[config.mk]
export PLATFORM = sky130hd
export DESIGN_NAME = spike_rate_decoder
export DESIGN_NICKNAME = d
export VERILOG_FILES = /design/src/rtl/spike_rate_decoder_pkg.sv /design/src/rtl/spike_rate_decoder_counter.sv /design/src/rtl/spike_rate_decoder.sv
export SDC_FILE = /design/constraint.sdc
export NUM_CORES = 1
export LEC_CHECK = 0
export CAP_MARGIN = 25
export CORE_MARGIN = 4
export CORE_UTILIZATION = 40
export CTS_BUF_LIST = sky130_fd_sc_hd__clkbuf_16
export CTS_CLUSTER_DIAMETER = 50
export DETAILED_ROUTE_END_ITERATION = 10
export SYNTH_ARGS = -nofsm -noshare
export SYNTH_HDL_FRONTEND = slang
export SYNTH_SLANG_ARGS = --single-unit
[constraint.sdc]
create_clock -name clk -period 5 [get_ports clk]
set_clock_uncertainty 0.05 [all_clocks]
set_input_delay 0.75 -clock clk [delete_from_list [all_inputs] [get_ports clk]]
set_output_delay 0.75 -clock clk [all_outputs]
set_load 0.03 [all_outputs]
[src/rtl/spike_rate_decoder_pkg.sv]
// rtl/spike_rate_decoder_pkg.sv - shared constants and saturating-add helper for the spike rate decoder
package spike_rate_decoder_pkg;

    localparam int NCH_DEF   = 2;
    localparam int CNT_W_DEF = 8;
    localparam int WIN_W_DEF = 8;
    localparam int IDX_W_DEF = 3;

    localparam logic [31:0] CNT_MAX_DEF = (32'd1 << CNT_W_DEF) - 32'd1;

    // Adds a single spike bit to a count, pinning the result at max.
    function automatic logic [31:0] sat_add(input logic [31:0] a,
                                            input logic        b,
                                            input logic [31:0] max);
        if (b && (a < max)) begin
            return a + 32'd1;
        end
        return a;
    endfunction

endpackage

[src/rtl/spike_rate_decoder_counter.sv]
// rtl/spike_rate_decoder_counter.sv - per-channel saturating spike counter
module spike_counter_sat
    import spike_rate_decoder_pkg::*;
#(
    parameter int CNT_W = CNT_W_DEF
) (
    input  logic             clk,
    input  logic             rst_n,
    input  logic             clr,
    input  logic             spike,
    output logic [CNT_W-1:0] count
);

    localparam logic [31:0] MAX = (32'd1 << CNT_W) - 32'd1;

    logic [CNT_W-1:0] count_q;
    logic [CNT_W-1:0] count_d;
    logic [31:0]      sum_full;
    logic [31-CNT_W:0] sum_unused;

    // count already includes this cycle's spike so the window's last cycle can latch it directly
    assign sum_full   = sat_add(32'(count_q), spike, MAX);
    assign count      = sum_full[CNT_W-1:0];
    assign sum_unused = sum_full[31:CNT_W];
    assign count_d    = clr ? '0 : count;

    always_ff @(posedge clk or negedge rst_n) begin
        if (!rst_n) begin
            count_q <= '0;
        end else begin
            count_q <= count_d;
        end
    end

endmodule

[src/rtl/spike_rate_decoder.sv]
// rtl/spike_rate_decoder.sv - windowed per-channel spike rate counter with winner-take-all and valid/ready output
module spike_rate_decoder
    import spike_rate_decoder_pkg::*;
#(
    parameter int NCH   = NCH_DEF,
    parameter int CNT_W = CNT_W_DEF,
    parameter int WIN_W = WIN_W_DEF,
    parameter int IDX_W = IDX_W_DEF
) (
    input  logic                 clk,
    input  logic                 rst_n,
    input  logic                 enable,
    input  logic [NCH-1:0]       spike_in,
    input  logic [WIN_W-1:0]     window_len,
    output logic [NCH*CNT_W-1:0] rate_out,
    output logic [IDX_W-1:0]     winner,
    output logic                 any_spike,
    output logic                 out_valid,
    input  logic                 out_ready,
    output logic                 overrun
);

    logic [WIN_W-1:0]     win_cnt_q, win_cnt_d;
    logic [WIN_W-1:0]     len_q, len_d;
    logic [WIN_W-1:0]     eff_len;
    logic                 first_cycle;
    logic                 last_cycle;
    logic                 clr;
    logic                 accept;

    logic [CNT_W-1:0]     fin [NCH];
    logic [CNT_W-1:0]     best;
    logic [IDX_W-1:0]     win_idx;
    logic                 any_nz;

    logic [NCH*CNT_W-1:0] rate_q, rate_d;
    logic [IDX_W-1:0]     winner_q, winner_d;
    logic                 any_q, any_d;
    logic                 valid_q, valid_d;
    logic                 overrun_q, overrun_d;

    // On cycle 0 the live window_len governs, so L=1 can close the window in the same cycle it opens.
    assign first_cycle = (win_cnt_q == '0);
    assign eff_len     = !first_cycle ? len_q :
                         (window_len == '0) ? WIN_W'(1) : window_len;
    assign last_cycle  = enable && (win_cnt_q == (eff_len - WIN_W'(1)));
    assign clr         = !enable || last_cycle;
    assign accept      = valid_q && out_ready;

    assign len_d     = first_cycle ? eff_len : len_q;
    assign win_cnt_d = clr ? '0 : (win_cnt_q + WIN_W'(1));

    for (genvar gi = 0; gi < NCH; gi++) begin : g_ch
        spike_counter_sat #(.CNT_W(CNT_W)) u_cnt (
            .clk   (clk),
            .rst_n (rst_n),
            .clr   (clr),
            .spike (spike_in[gi]),
            .count (fin[gi])
        );
    end

    // Strict greater-than keeps the lowest index on ties.
    always_comb begin
        best    = fin[0];
        win_idx = '0;
        any_nz  = 1'b0;
        for (int i = 0; i < NCH; i++) begin
            if (fin[i] != '0) begin
                any_nz = 1'b1;
            end
            if (fin[i] > best) begin
                best    = fin[i];
                win_idx = IDX_W'(i);
            end
        end
    end

    always_comb begin
        rate_d    = rate_q;
        winner_d  = winner_q;
        any_d     = any_q;
        valid_d   = valid_q;
        overrun_d = overrun_q;
        if (last_cycle) begin
            for (int i = 0; i < NCH; i++) begin
                rate_d[i*CNT_W +: CNT_W] = fin[i];
            end
            winner_d  = win_idx;
            any_d     = any_nz;
            valid_d   = 1'b1;
            overrun_d = overrun_q || (valid_q && !out_ready);
        end else if (accept) begin
            valid_d = 1'b0;
        end
    end

    always_ff @(posedge clk or negedge rst_n) begin
        if (!rst_n) begin
            win_cnt_q <= '0;
            len_q     <= '0;
            rate_q    <= '0;
            winner_q  <= '0;
            any_q     <= 1'b0;
            valid_q   <= 1'b0;
            overrun_q <= 1'b0;
        end else begin
            win_cnt_q <= win_cnt_d;
            len_q     <= len_d;
            rate_q    <= rate_d;
            winner_q  <= winner_d;
            any_q     <= any_d;
            valid_q   <= valid_d;
            overrun_q <= overrun_d;
        end
    end

    assign rate_out  = rate_q;
    assign winner    = winner_q;
    assign any_spike = any_q;
    assign out_valid = valid_q;
    assign overrun   = overrun_q;

endmodule
==> summary.txt, run 1 <==
Placed design
  • GP Congestion: approximately 0.86
  • Port bufs: 33
  • DP HPWL: just over 5 mm

Synth
  • Synth Area in Adders: 0.0514
  • Cell variety after synth: 56
  • Post-synth top area share: 0.411
  • Synth Register Bits: 52
  • Syn. warnings: 0
  • Most common cell in the netlist: dfrtp_1
  • Synthesized area: roughly 3200 µm²
  • Complex-gate fraction of the synthesized area: 0.105
  • Largest family of logic cells by synthesized area: simple AND/OR/NAND/NOR gates
  • FFs w/ async S/R, synth: 1.00
  • Area leader, netlist: dfrtp_1
  • Ys flop type: dfrtp_1
  • Post-synthesis mux area share: 0.0902
  • Synth area leaders: dfrtp_1 (41%), ha_1 (5.1%), mux2i_1 (4.7%), xor2_1 (3.9%), mux2_1 (3.6%)
  • Cells after Synth: around 330
  • Mean post-synth cell area: about 9.6 µm²
  • EDFF count, synth: 0
  • Commonest cells post-synth: dfrtp_1 (52), nand2_1 (26), inv_1 (24), nor2_1 (24), nand3_1 (19)
  • Fraction of the yosys area taken by sequential cells: 0.411
  • Post-synthesis xor/xnor area fraction: 0.0498
  • Synth Area in Simple Gates: 0.237

Floorplan
  • Rows: 32
  • IO Pins: 36
  • Die H: roughly 97 µm
  • Core area: between 7000 and 8000 µm²
  • Starting density of the core: 0.409
  • Width of the die: between 90 and 100 µm
  • DIE AREA: approximately 9400 µm²

Timing
  • Fmax: ~240 MHz
  • Slew margin rel.: 0.549
  • RSZ-0062 raised after global routing: no
  • Worst-margin pin slew: a little under 700 ps
  • Setup TNS Final: 0 ps
  • Final Cycle Share: 0.838
  • Crit path time final: 4190 ps
  • Setup Viol. Count Final: 0
  • Hold violation count in the final report: 0
  • Worst hold margin: about 430 ps
  • Max-slew violations: 0

Global route
  • Initial antenna violation count: 0
  • Grt ovf: 0
  • Gr usage total: 0.158
  • Vias in the first global route: 2451
  • Global-route wire length before repair: 12.3 mm
  • Largest net degree at the start of global routing: 53

Setup path
  • Worst Path Required: ~5100 ps
  • Crit-path leading delay family: simple AND/OR/NAND/NOR gates
  • Crit-path max FO: 20
  • Most used cell along the critical path: nand2_1
  • Critical Path Start Type: register
  • CP max stage cell: dfrtp_1
  • Buf+Inv Stages, Crit Path: 3
  • WP data arrival: 4310 ps
  • CP Class: reg2reg
  • Max stage delay on crit path: 460 ps
  • Worst path cell trace: inv_1 > ha_1 > nor4b_4 > nand3b_1 > nand2_1 > nand2_1 > inv_1 > ha_1 > nand2_1 > o211ai_1 > nand3_1 > o21ai_0 > o2bb2ai_1 > nor4_4 > buf_4 > mux2_1
  • Crit end category: register

CTS
  • Post CTS Setup Buffer Count: 0
  • Reg clk slew, reported paths: 70 ps
  • Clk_lat worst skew: ~290 ps
  • Longest Clk Path Bufs: 2
  • Count of hold-fix buffers inserted at cts: 0
  • CTS resizes: 0
  • H-tree depth: 2
  • Root Buffer: clkbuf_16
  • CTS tree: built
  • CTS Sinks: between 50 and 60
  • Number of buffers created by CTS: 5

Drt
  • ANT nets after route: 0
  • DR WL/cell: around 15 µm
  • DRC violations left: 0
  • Vias: approximately 2500
  • Vias per std cell: ~5.4
  • DR pass1 iterations: 4
  • Total routed wirelength: 7.05 mm
  • DR iter-0 viols: 180

Outcome
  • Status: finished clean

Pwr
  • P_leak: around 1.7 nW
  • Max rail drop VDD: roughly 0.18 mV
  • PD cells: ~360 nW/µm²

Final layout
  • Core utilization of the finished layout: 0.482
  • NumNets Final: just under 400
  • Area of the multi-input gates: ~1700 µm²
  • Area delta synth->final: 17.8%
  • Register Area: approximately 1300 µm²
  • Fillers: between 700 and 800
  • Share of cells above drive strength 1: 0.0852
  • Number of inserted diodes: 0

Job
  • Total of max-cap violations: 0

Min path
  • Hold Crit Class: reg2reg
-- cell usage in the layout (no fill, tap or decap), types with 2 or more instances in the layout --
cell / n
clkdlybuf4s50_1: 32
dfrtp_1: 52
o22ai_1: 2
nand3_1: 19
and2_1: 2
o21ai_0: 9
nor2b_1: 5
nor4_1: 4
clkbuf_16: 5
nor2_1: 24
a21oi_1: 8
xor2_1: 14
inv_1: 25
nand2_1: 26
nand4_1: 12
conb_1: 2
o211ai_1: 2
o21a_1: 4
o21bai_1: 2
nor3b_1: 2
nor2_2: 10
and4_1: 2
a21o_1: 3
mux2_2: 2
ha_1: 13
xnor2_1: 4
and3_1: 4
nor3_1: 8
mux2i_1: 15
mux2_1: 10
nand2b_1: 10
nor4_4: 2
buf_4: 5
or3_1: 2
-- cell type report --
cell class / count / area share
Multi-Input combinational cell: 242 / 0.457
Clock buffer: 5 / 0.0336
Timing Repair Buffer: 38 / 0.0974
Inverter: 24 / 0.0242
Tap cell: 102 / 0.0343
Clock inverter: 3 / 0.00403
Sequential cell: 52 / 0.349
-- final timing paths --
check / start / to / slack [ps] / depth (start not counted)
max reg2reg: win_cnt_q[0]$_DFF_PN0_ / winner[0]$_DFFE_PN0P_ / 810 / 16
min in group asynchronous: rst_n / g_ch[1].u_cnt.count_q[7]$_DFF_PN0_ / 520 / 2
min reg2reg: overrun$_DFFE_PN0P_ / overrun$_DFFE_PN0P_ / 430 / 1
max in group asynchronous: rst_n / rate_out[5]$_DFFE_PN0P_ / 3920 / 2
max: win_cnt_q[0]$_DFF_PN0_ / winner[0]$_DFFE_PN0P_ / 810 / 16
min: overrun$_DFFE_PN0P_ / overrun$_DFFE_PN0P_ / 430 / 1
-- stage by stage --
step | total power [mW] | std cells | instance area [µm²] | worst slack, ps
floorplan | 0.848 | 329 | 3170 | 1290
global placement | 1.01 | 458 | 3590 | 691
detailed placement | 1.02 | 458 | 3590 | 566
CTS | 1.35 | 466 | 3730 | 803
global route | 1.43 | 466 | 3730 | 422
finish | 1.34 | 466 | 3730 | 812
-- cells by family (layout without fill, tap and decap cells) --
| family | count (synthesis) | in the layout |
|---|---|---|
| and+or+nand+nor | 136 | 136 |
| DFF | 52 | 52 |
| AOI/OAI and AO/OA | 46 | 46 |
| buffers and inverters | 35 | 70 |
| muxes | 27 | 27 |
| xor gates and xnor gates | 18 | 18 |
| adders and majority gates | 13 | 13 |
| other | 1 | 2 |
-- layer usage --
layer  wire length (µm)  global-route usage  vias to the layer above
met5                  0                   0                        -
met4                 74              0.0367                        0
met3                221              0.0296                        7
met2               3440               0.261                       58
met1               3310               0.214                     1210
li1                   -                   -                     1220
-- registers in the layout, indices dropped and copies added, names as in the netlist --
register / cells
winner: 1
len_q: 8
out_valid: 1
any_spike: 1
rate_out: 16
g_ch.u_cnt.count_q: 16
win_cnt_q: 8
overrun: 1
-- where the power goes --
group	total, mW	internal (mW)	switching [mW]
logic	0.469	0.198	0.271
registers	0.538	0.482	0.0560
clock network	0.335	0.182	0.153
total	1.34	0.862	0.479
Note: power is estimated with default switching activity, not from simulation.
==> run 2, diff against run 1 <==
clock period = 3.4 ns   (was 5 ns; I/O delays follow)
==> run 2 against run 1 <==
Against the previous run:
- the flow now finishes with violations (negative setup slack)
- non-clock buffer count up 55
- power up 59%
- routed wire length up 8.6%
- sequential power up 45%
- critical endpoint is now rate_out[11]$_DFFE_PN0P_
==> summary.txt, run 2 (same netlist as run 1, synthesis figures left out) <==
Outcome
  • Status: finished with violations
  • Violated checks: negative setup slack

Floorplan
  • Starting density of the core: 0.409
  • DIE AREA: 9390 µm²
  • IO Pins: 36
  • Width of the die: between 90 and 100 µm
  • Rows: 32
  • Die H: approximately 97 µm
  • Core area: 7730 µm²

Timing
  • Worst hold margin: between 200 and 300 ps
  • Max-slew violations: 0
  • Fmax: about 290 MHz
  • Hold violation count in the final report: 0
  • Setup Viol. Count Final: 44
  • Final Cycle Share: 1.02
  • Slew margin rel.: 0.459
  • Setup WS post-layout: -83.8 ps
  • RSZ-0062 raised after global routing: yes
  • Crit path time final: about 3500 ps
  • Worst-margin pin slew: 812 ps
  • Setup TNS Final: -2280 ps

Setup path
  • WP data arrival: roughly 3600 ps
  • CP max stage cell: or4b_4
  • Most used cell along the critical path: nor4_4
  • R2R depth: 15
  • Worst R2R End: rate_out[11]$_DFFE_PN0P_
  • CP Depth: 15
  • R2R setup slack: -80 ps
  • Crit path capture: rate_out[11]$_DFFE_PN0P_
  • Max stage delay on crit path: between 400 and 500 ps
  • Critical Path Source: win_cnt_q[1]$_DFF_PN0_
  • Crit-path leading delay family: simple AND/OR/NAND/NOR gates
  • Worst r2r src: win_cnt_q[1]$_DFF_PN0_
  • Worst Path Required: between 3000 and 4000 ps
  • Buf+Inv Stages, Crit Path: 3
  • Critical Path Start Type: register
  • Crit-path max FO: 8
  • CP Class: reg2reg
  • Worst path cell trace: inv_1 > ha_2 > or4b_4 > nor4_4 > a21oi_2 > inv_2 > ha_4 > nand2_1 > o211ai_1 > nand3_2 > o21ai_2 > o2bb2ai_4 > nor4_4 > buf_6 > mux2_4
  • Crit end category: register

Final layout
  • Area delta synth->final: 35.2%
  • NumNets Final: 445
  • Core utilization of the finished layout: 0.553
  • Leading cell types in the layout, fill and taps excluded: buf_4 (55), dfrtp_1 (52), clkdlybuf4s50_1 (32)
  • Design Area, Final: 4280 µm²
  • Number of inserted diodes: 0
  • Non-Filler Instances: roughly 520
  • Most common cell after layout, fill and taps aside: buf_4
  • Share of cells above drive strength 1: 0.260

Drt
  • DR WL/cell: around 15 µm
  • DRC violations left: 0
  • Vias: ~2700
  • ANT nets after route: 0
  • DR pass1 iterations: 4
  • Total routed wirelength: ~7.7 mm
  • Vias per std cell: approximately 5.2
  • DR iter-0 viols: approximately 110

Placed design
  • Pre-CTS setup slack: -501 ps
  • Inst Count DP: roughly 510
  • DP Area: just over 4000 µm²
  • DP HPWL: a little under 6 mm
  • Port bufs: 33
  • GP Congestion: a little under 0.9

Pwr
  • PD cells: roughly 500 nW/µm²
  • P_leak: roughly 2.0 nW
  • Max rail drop VDD: about 0.22 mV
  • Total power: 2.13 mW

Global route
  • Vias in the first global route: approximately 2700
  • Global-route wire length before repair: roughly 13 mm
  • Largest net degree at the start of global routing: 37
  • Grt ovf: 0
  • Initial antenna violation count: 0
  • Gr usage total: 0.166

Min path
  • Hold Crit Class: in2async

CTS
  • CTS Sinks: 52
  • Root Buffer: clkbuf_16
  • CTS tree: built
  • Reg clk slew, reported paths: around 70 ps
  • Longest Clk Path Bufs: 2
  • Clk_lat worst skew: approximately 290 ps
  • Number of buffers created by CTS: 5
  • H-tree depth: 2

Job
  • Total of max-cap violations: 0
==> run 2: how the worst min path moves through the flow <==
stage,slack [ps],end,startpoint,depth (start not counted)
final,260,rate_out[2]$_DFFE_PN0P_,rst_n,1
after floorplan,160,any_spike$_DFFE_PN0P_,rst_n,0
after global routing,340,rate_out[2]$_DFFE_PN0P_,rst_n,1
after global placement,410,overrun$_DFFE_PN0P_,overrun$_DFFE_PN0P_,1
after CTS,300,rate_out[2]$_DFFE_PN0P_,rst_n,1
after detailed placement,410,overrun$_DFFE_PN0P_,overrun$_DFFE_PN0P_,1
==> run 2: repair_timing <==
action / 4_1_cts / 5_1_grt
endpoints found under the setup margin: 43 / 44
gates cloned: 0 / 0
hold buffers: 0 / 0
gates resized for setup: 6 / 7
pin swaps: 5 / 6
buffers inserted: 5 / 1
==> run 2: layer usage <==
metal,routed length [µm],vias up,track usage
met3,269,8,0.0274
met4,75,0,0.0356
met5,0,-,0
li1,-,1332,-
met1,3810,1303,0.244
met2,3500,45,0.258
==> run 2: area by class of cell <==
| class | instances | area (µm²) |
|---|---|---|
| clock buffer | 5 | 125 |
| inverter | 24 | 90.1 |
| multi-input combinational | 242 | 1810 |
| clock inverter | 3 | 13.8 |
| timing repair buffer | 93 | 803 |
| tap | 102 | 128 |
| sequential | 52 | 1300 |
| fill | 678 | 3450 |
==> run 2: power by group <==
part	switching, mW	leakage [nW]	total (mW)	internal (mW)
Clock	0.214	0.0710	0.482	0.268
Combinational	0.457	1.28	0.871	0.414
Sequential	0.0701	0.671	0.779	0.709
